File: src/rtl/vending_controller.sv
// Coin-credit vending controller: collects coins, vends a product with a timed
// motor pulse, tracks per-product stock and pays change back one coin per cycle.
module vending_controller #(
  parameter int                         NUM_PRODUCTS = 4,
  parameter int                         W            = 8,
  parameter int                         MAX_CREDIT   = 95,
  parameter logic [NUM_PRODUCTS*W-1:0]  PRICES       = {8'd30, 8'd25, 8'd20, 8'd15},
  parameter int                         STOCK_W      = 4,
  parameter int                         STOCK_INIT   = 3,
  parameter int                         VEND_CYCLES  = 4,
  localparam int                        SEL_W        = (NUM_PRODUCTS > 1) ? $clog2(NUM_PRODUCTS) : 1
) (
  input  logic                    clock,
  input  logic                    clear_n,
  input  logic                    coin_valid,
  input  logic [1:0]              coin,
  input  logic                    select_valid,
  input  logic [SEL_W-1:0]        select,
  input  logic                    cancel,
  input  logic                    restock,
  output logic [W-1:0]            credit,
  output logic                    vend_valid,
  output logic [SEL_W-1:0]        vend_product,
  output logic                    change_valid,
  output logic [1:0]              change_coin,
  output logic                    coin_reject,
  output logic                    deny,
  output logic [NUM_PRODUCTS-1:0] sold_out,
  output logic                    busy
);

  localparam int CW    = W + 1;
  localparam int CNT_W = (VEND_CYCLES > 1) ? $clog2(VEND_CYCLES) : 1;

  typedef enum logic [1:0] {COLLECT, VEND, CHANGE} state_t;

  state_t            state_reg, state_next;
  logic [W-1:0]      credit_reg, credit_next;
  logic [CNT_W-1:0]  vend_cnt_reg, vend_cnt_next;
  logic [SEL_W-1:0]  vend_product_reg, vend_product_next;
  logic              vend_valid_reg, change_valid_reg, coin_reject_reg, deny_reg, busy_reg;
  logic [1:0]        change_coin_reg;
  logic              coin_reject_next, deny_next, sale;

  logic [CW-1:0]     coin_value, coin_sum, price_sel;
  logic              select_hit, select_stocked;
  logic [NUM_PRODUCTS-1:0] stock_zero;

  // Greedy change: largest coin that still fits in the remaining credit.
  function automatic logic [1:0] greedy_code(input logic [W-1:0] c);
    if (32'(c) >= 25)      return 2'b10;
    else if (32'(c) >= 10) return 2'b01;
    else                   return 2'b00;
  endfunction

  function automatic logic [W-1:0] code_value(input logic [1:0] code);
    case (code)
      2'b10:   return W'(25);
      2'b01:   return W'(10);
      default: return W'(5);
    endcase
  endfunction

  always_comb begin
    case (coin)
      2'b00:   coin_value = CW'(5);
      2'b01:   coin_value = CW'(10);
      2'b10:   coin_value = CW'(25);
      default: coin_value = '0;
    endcase
    coin_sum = {1'b0, credit_reg} + coin_value;
  end

  always_comb begin
    price_sel      = '0;
    select_hit     = 1'b0;
    select_stocked = 1'b0;
    for (int i = 0; i < NUM_PRODUCTS; i++) begin
      if (select == SEL_W'(i)) begin
        price_sel      = {1'b0, PRICES[i*W +: W]};
        select_hit     = 1'b1;
        select_stocked = !stock_zero[i];
      end
    end
  end

  always_comb begin
    state_next        = state_reg;
    credit_next       = credit_reg;
    vend_cnt_next     = vend_cnt_reg;
    vend_product_next = vend_product_reg;
    coin_reject_next  = 1'b0;
    deny_next         = 1'b0;
    sale              = 1'b0;
    case (state_reg)
      COLLECT: begin
        if (cancel && credit_reg != '0) begin
          state_next       = CHANGE;
          coin_reject_next = coin_valid;
        end else if (select_valid) begin
          // A coin coinciding with any selection outcome is handed back.
          coin_reject_next = coin_valid;
          if (select_hit && select_stocked && {1'b0, credit_reg} >= price_sel) begin
            sale              = 1'b1;
            credit_next       = credit_reg - price_sel[W-1:0];
            vend_product_next = select;
            vend_cnt_next     = CNT_W'(VEND_CYCLES - 1);
            state_next        = VEND;
          end else begin
            deny_next = 1'b1;
          end
        end else if (coin_valid) begin
          if (coin != 2'b11 && coin_sum <= CW'(MAX_CREDIT)) credit_next = coin_sum[W-1:0];
          else coin_reject_next = 1'b1;
        end
      end
      VEND: begin
        coin_reject_next = coin_valid;
        if (vend_cnt_reg == '0) state_next = (credit_reg != '0) ? CHANGE : COLLECT;
        else vend_cnt_next = vend_cnt_reg - CNT_W'(1);
      end
      CHANGE: begin
        coin_reject_next = coin_valid;
        credit_next      = credit_reg - code_value(greedy_code(credit_reg));
        if (credit_next == '0) state_next = COLLECT;
      end
      default: state_next = COLLECT;
    endcase
  end

  // Outputs are registered copies of the next state, so they line up with it.
  always_ff @(posedge clock or negedge clear_n) begin
    if (!clear_n) begin
      state_reg        <= COLLECT;
      credit_reg       <= '0;
      vend_cnt_reg     <= '0;
      vend_product_reg <= '0;
      vend_valid_reg   <= 1'b0;
      change_valid_reg <= 1'b0;
      change_coin_reg  <= 2'b00;
      coin_reject_reg  <= 1'b0;
      deny_reg         <= 1'b0;
      busy_reg         <= 1'b0;
    end else begin
      state_reg        <= state_next;
      credit_reg       <= credit_next;
      vend_cnt_reg     <= vend_cnt_next;
      vend_product_reg <= vend_product_next;
      vend_valid_reg   <= (state_next == VEND);
      change_valid_reg <= (state_next == CHANGE);
      if (state_next == CHANGE) change_coin_reg <= greedy_code(credit_next);
      coin_reject_reg  <= coin_reject_next;
      deny_reg         <= deny_next;
      busy_reg         <= (state_next != COLLECT);
    end
  end

  genvar gi;
  generate
    for (gi = 0; gi < NUM_PRODUCTS; gi++) begin : g_stock
      logic [STOCK_W-1:0] count_reg, count_next;
      logic               empty_reg;

      always_comb begin
        count_next = count_reg;
        if (restock) count_next = STOCK_W'(STOCK_INIT);
        else if (sale && select == SEL_W'(gi) && count_reg != '0) count_next = count_reg - STOCK_W'(1);
      end

      always_ff @(posedge clock or negedge clear_n) begin
        if (!clear_n) begin
          count_reg <= STOCK_W'(STOCK_INIT);
          empty_reg <= (STOCK_INIT == 0);
        end else begin
          count_reg <= count_next;
          empty_reg <= (count_next == '0);
        end
      end

      assign stock_zero[gi] = (count_reg == '0);
      assign sold_out[gi]   = empty_reg;
    end
  endgenerate

  assign credit       = credit_reg;
  assign vend_valid   = vend_valid_reg;
  assign vend_product = vend_product_reg;
  assign change_valid = change_valid_reg;
  assign change_coin  = change_coin_reg;
  assign coin_reject  = coin_reject_reg;
  assign deny         = deny_reg;
  assign busy         = busy_reg;

endmodule

File: config.mk
export PLATFORM = sky130hd
export DESIGN_NAME = vending_controller
export DESIGN_NICKNAME = d
export VERILOG_FILES = /design/src/rtl/vending_controller.sv
export SDC_FILE = /design/constraint.sdc
export NUM_CORES = 1
export LEC_CHECK = 0
export ABC_AREA = 1
export CORE_MARGIN = 2
export CORE_UTILIZATION = 25
export DETAILED_ROUTE_END_ITERATION = 6
export PLACE_DENSITY_LB_ADDON = 0.08
export REMOVE_ABC_BUFFERS = 1
export SYNTH_ARGS = -nofsm -noshare
export SYNTH_HDL_FRONTEND = slang
export SYNTH_SLANG_ARGS = --single-unit
File: constraint.sdc
create_clock -name clock -period 2.7 [get_ports clock]
set_clock_uncertainty 0.05 [all_clocks]
set_input_delay 0.27 -clock clock [delete_from_list [all_inputs] [get_ports clock]]
set_output_delay 0.27 -clock clock [all_outputs]
set_load 0.005 [all_outputs]
==> flow_summary.yaml <==
outcome:
  outcome: "complete, but fails checks"
  failed_checks: "setup timing"
setup_path:
  timing.rr.end: "change_coin[1]"
  r2r_slack_ns: -0.15
  path_max_fanout: 3
  setup.worst_path.class: "reg2reg"
  cp.arrival_ns: 2.97
  r2r-start: "credit[1]"
  critPathCaptureType: "flop"
  worst-r2r-cell-count: 17
  cp-start-kind: "flop"
  crit_required_ns: 2.82
die:
  initial_utilization_pct: 25.5
  dieWidth_um: 125
  placementRows: 44
  coreArea_mm2: 0.0144
  dieHeight_um: 125
  io_pins: 31
  dieArea_mm2: 0.0157
yosys:
  synth.avg_cell_area_um2: 7.08
  yosysWarnings: 0
  synth_edf_count: 0
  synth_flop_cell: "dfrtp_1"
  synth_cells: 519
  yosysUniqueCellTypes: 42
  synth-seq-area-share_pct: 28.2
  synth_area_mm2: 0.00367
  ys_ff_latch: 41
  synth-async-reset-ratio_pct: 100
  ys_top_cells_by_area: "dfrtp_1, nand2_1, ha_1"
  yosysTopAreaCellShare_pct: 22.5
  synth_area_leader_cell: "dfrtp_1"
  synth_common_cells: "nand2_1, inv_1, nand3_1, nor2_1"
  yosysMostFrequentCell: "nand2_1"
sta:
  period_minus_slack_ns: 2.85
  fin_ws_ns: -0.146
  fin_crit_sh_pct: 105
  drv_slew: 0
  rsz0062_at_grt: "yes"
  hold_viol_final: 0
  worst_pin_slew_ns: 0.971
  fmax_mhz: 351
  finalSetupViolations: 6
  max_slew_margin_pct: 35.3
  fin_tns_setup_ns: -0.608
placed_design:
  dp_hpwl_um: 8750
  io_buffers: 30
  gp_congestion: 0.807
  place_inst: 815
detailed_routing:
  viasPerCell: 4.46
  num_vias: 3748
  drt-total-wl_um: 11300
  drtIter0Drc: 205
  drt-pass1-iter-count: 4
  remaining_drc_errors: 0
  postRouteAntennaNets: 0
  wl_per_cell_um: 13.5
cts:
  clockBufferDepth: 2
  cts-root-buf: "clkbuf_16"
  clkLatencyLatePin_ns: 0.29
  clock_sinks: 41
  cts_tree: "built"
  htree_levels: 2
  cts_hold_buf: 0
  clk_pin_slew_ns: 0.06
  cts_buffers: 5
final_layout:
  syn_to_final_growth_pct: 50.7
  diodes: 0
  nFillCells: 1542
  multi_input_area_mm2: 0.00259
  fin_nets: 701
  largest_reg_flops: 16
  drive_above_1_share_pct: 35.1
  regArea_mm2: 0.00104
  instances_no_fill: 840
global_route:
  grt_pass1_wl_um: 18200
  antenna_found_initial: 0
  grt_usage_pct: 14.5
  grt_max_degree: 42
  gr-total-overflow: 0
  grt_pass1_vias: 3692
power_and_ir_drop:
  cellPowerDensity_mw_per_mm2: 283
  ir_drop_mv: 0.224
  power_uw: 1570
  p_leak_uw: 0.00281
run:
  cap_violations: 0
hold_path:
  hp-class: "in2async"
[how the worst max path moves through the flow]
stage          startpoint             end  slack [ns]  depth (start not counted)
2_1_floorplan   credit[5]  change_coin[1]       -0.28                         21
3_3_place_gp    select[1]  change_coin[0]       -0.65                         20
3_5_place_dp    select[0]  change_coin[0]       -0.65                         20
4_1_cts         credit[2]  change_coin[1]       -0.16                         17
5_1_grt         credit[1]  change_coin[0]       -0.30                         22
6_report        credit[1]  change_coin[1]       -0.15                         17
[critical path, stage by stage (launching register included)]
cell	delay, ns
dfrtp_1	0.39
nor2_1	0.10
buf_4	0.13
a21oi_2	0.05
a21oi_2	0.16
nand2_2	0.11
ha_4	0.17
inv_2	0.06
fa_2	0.45
nor3_2	0.16
nand3_1	0.10
o21ai_2	0.13
nand3_2	0.12
o21a_1	0.26
nand3_4	0.13
inv_2	0.05
nor2_1	0.08
a21oi_1	0.04
[cells by family (layout without fill, tap and decap cells)]
| group | count (synthesis) | after routing | share of synthesized area [%] |
|---|---|---|---|
| adder cells (fa/ha/maj) | 36 | 36 | 12.9 |
| flip-flops | 41 | 41 | 28.2 |
| AO/OA/AOI/OAI | 52 | 52 | 7.70 |
| AND/OR/NAND/NOR | 278 | 279 | 36.9 |
| buffers and inverters | 102 | 238 | 11.9 |
| XOR/XNOR | 10 | 10 | 2.38 |
[per-layer routing]
metal	global-route usage, %	up-vias	share of wire [%]
met4	4.05	0	2.5
met3	2.35	18	2.8
li1	-	1947	-
met5	0	-	0
met1	18.8	1724	46
met2	25.0	59	49
[final cells by class]
class                      count  area share (%)
multi-input combinational    377            46.8
clock buffer                   7            2.58
tap                          184            4.16
sequential                    41            18.7
inverter                      91            6.37
timing repair buffer         139            20.8
clock inverter                 1           0.542
[per-stage QoR]
| step | cell area [µm²] | util, % | hold slack (ns) | setup WS (ns) |
|---|---|---|---|---|
| 4_1_cts | 5300 | 36.7 | 0.146 | -0.162 |
| 2_1_floorplan | 3590 | - | -0.0756 | -0.278 |
| 6_report | 5540 | 38.4 | 0.0811 | -0.146 |
| 3_3_place_gp | 4820 | 33.4 | 0.423 | -0.654 |
| 5_1_grt | 5540 | 38.4 | 0.185 | -0.301 |
| 3_5_place_dp | 4820 | 33.4 | 0.434 | -0.653 |
[repair_timing]
item                       CTS  global route
cloned                       0             1
setup endpoints to repair   25            16
pin swaps                   24            39
gates resized for setup     48            46
buffers inserted            11             5
[where the power goes]
part / leakage, µW / switching, µW / internal, µW
clock: 0.0000841 / 241 / 462
sequential: 0.000497 / 0.148 / 616
combinational: 0.00222 / 134 / 115
total: 0.00281 / 376 / 1190
[placed cells by master (no fill, tap or decap), drive strengths merged]
cell type	count
xnor2	4
o21ai	25
dlygate4sd2	2
xor2	6
o211ai	1
nor3b	1
dfrtp	33
buf	110
a31oi	1
ha	33
clkbuf	7
o22ai	1
inv	89
dfstp	8
nand2	135
nand3b	2
clkinv	2
o21bai	2
o21a	2
fa	3
nand4	22
or2	3
a21oi	20
clkdlybuf4s50	27
nor2	47
nand3	59
nor3	10
bufinv	1
No activity file was read; power rests on OpenSTA's default activity.
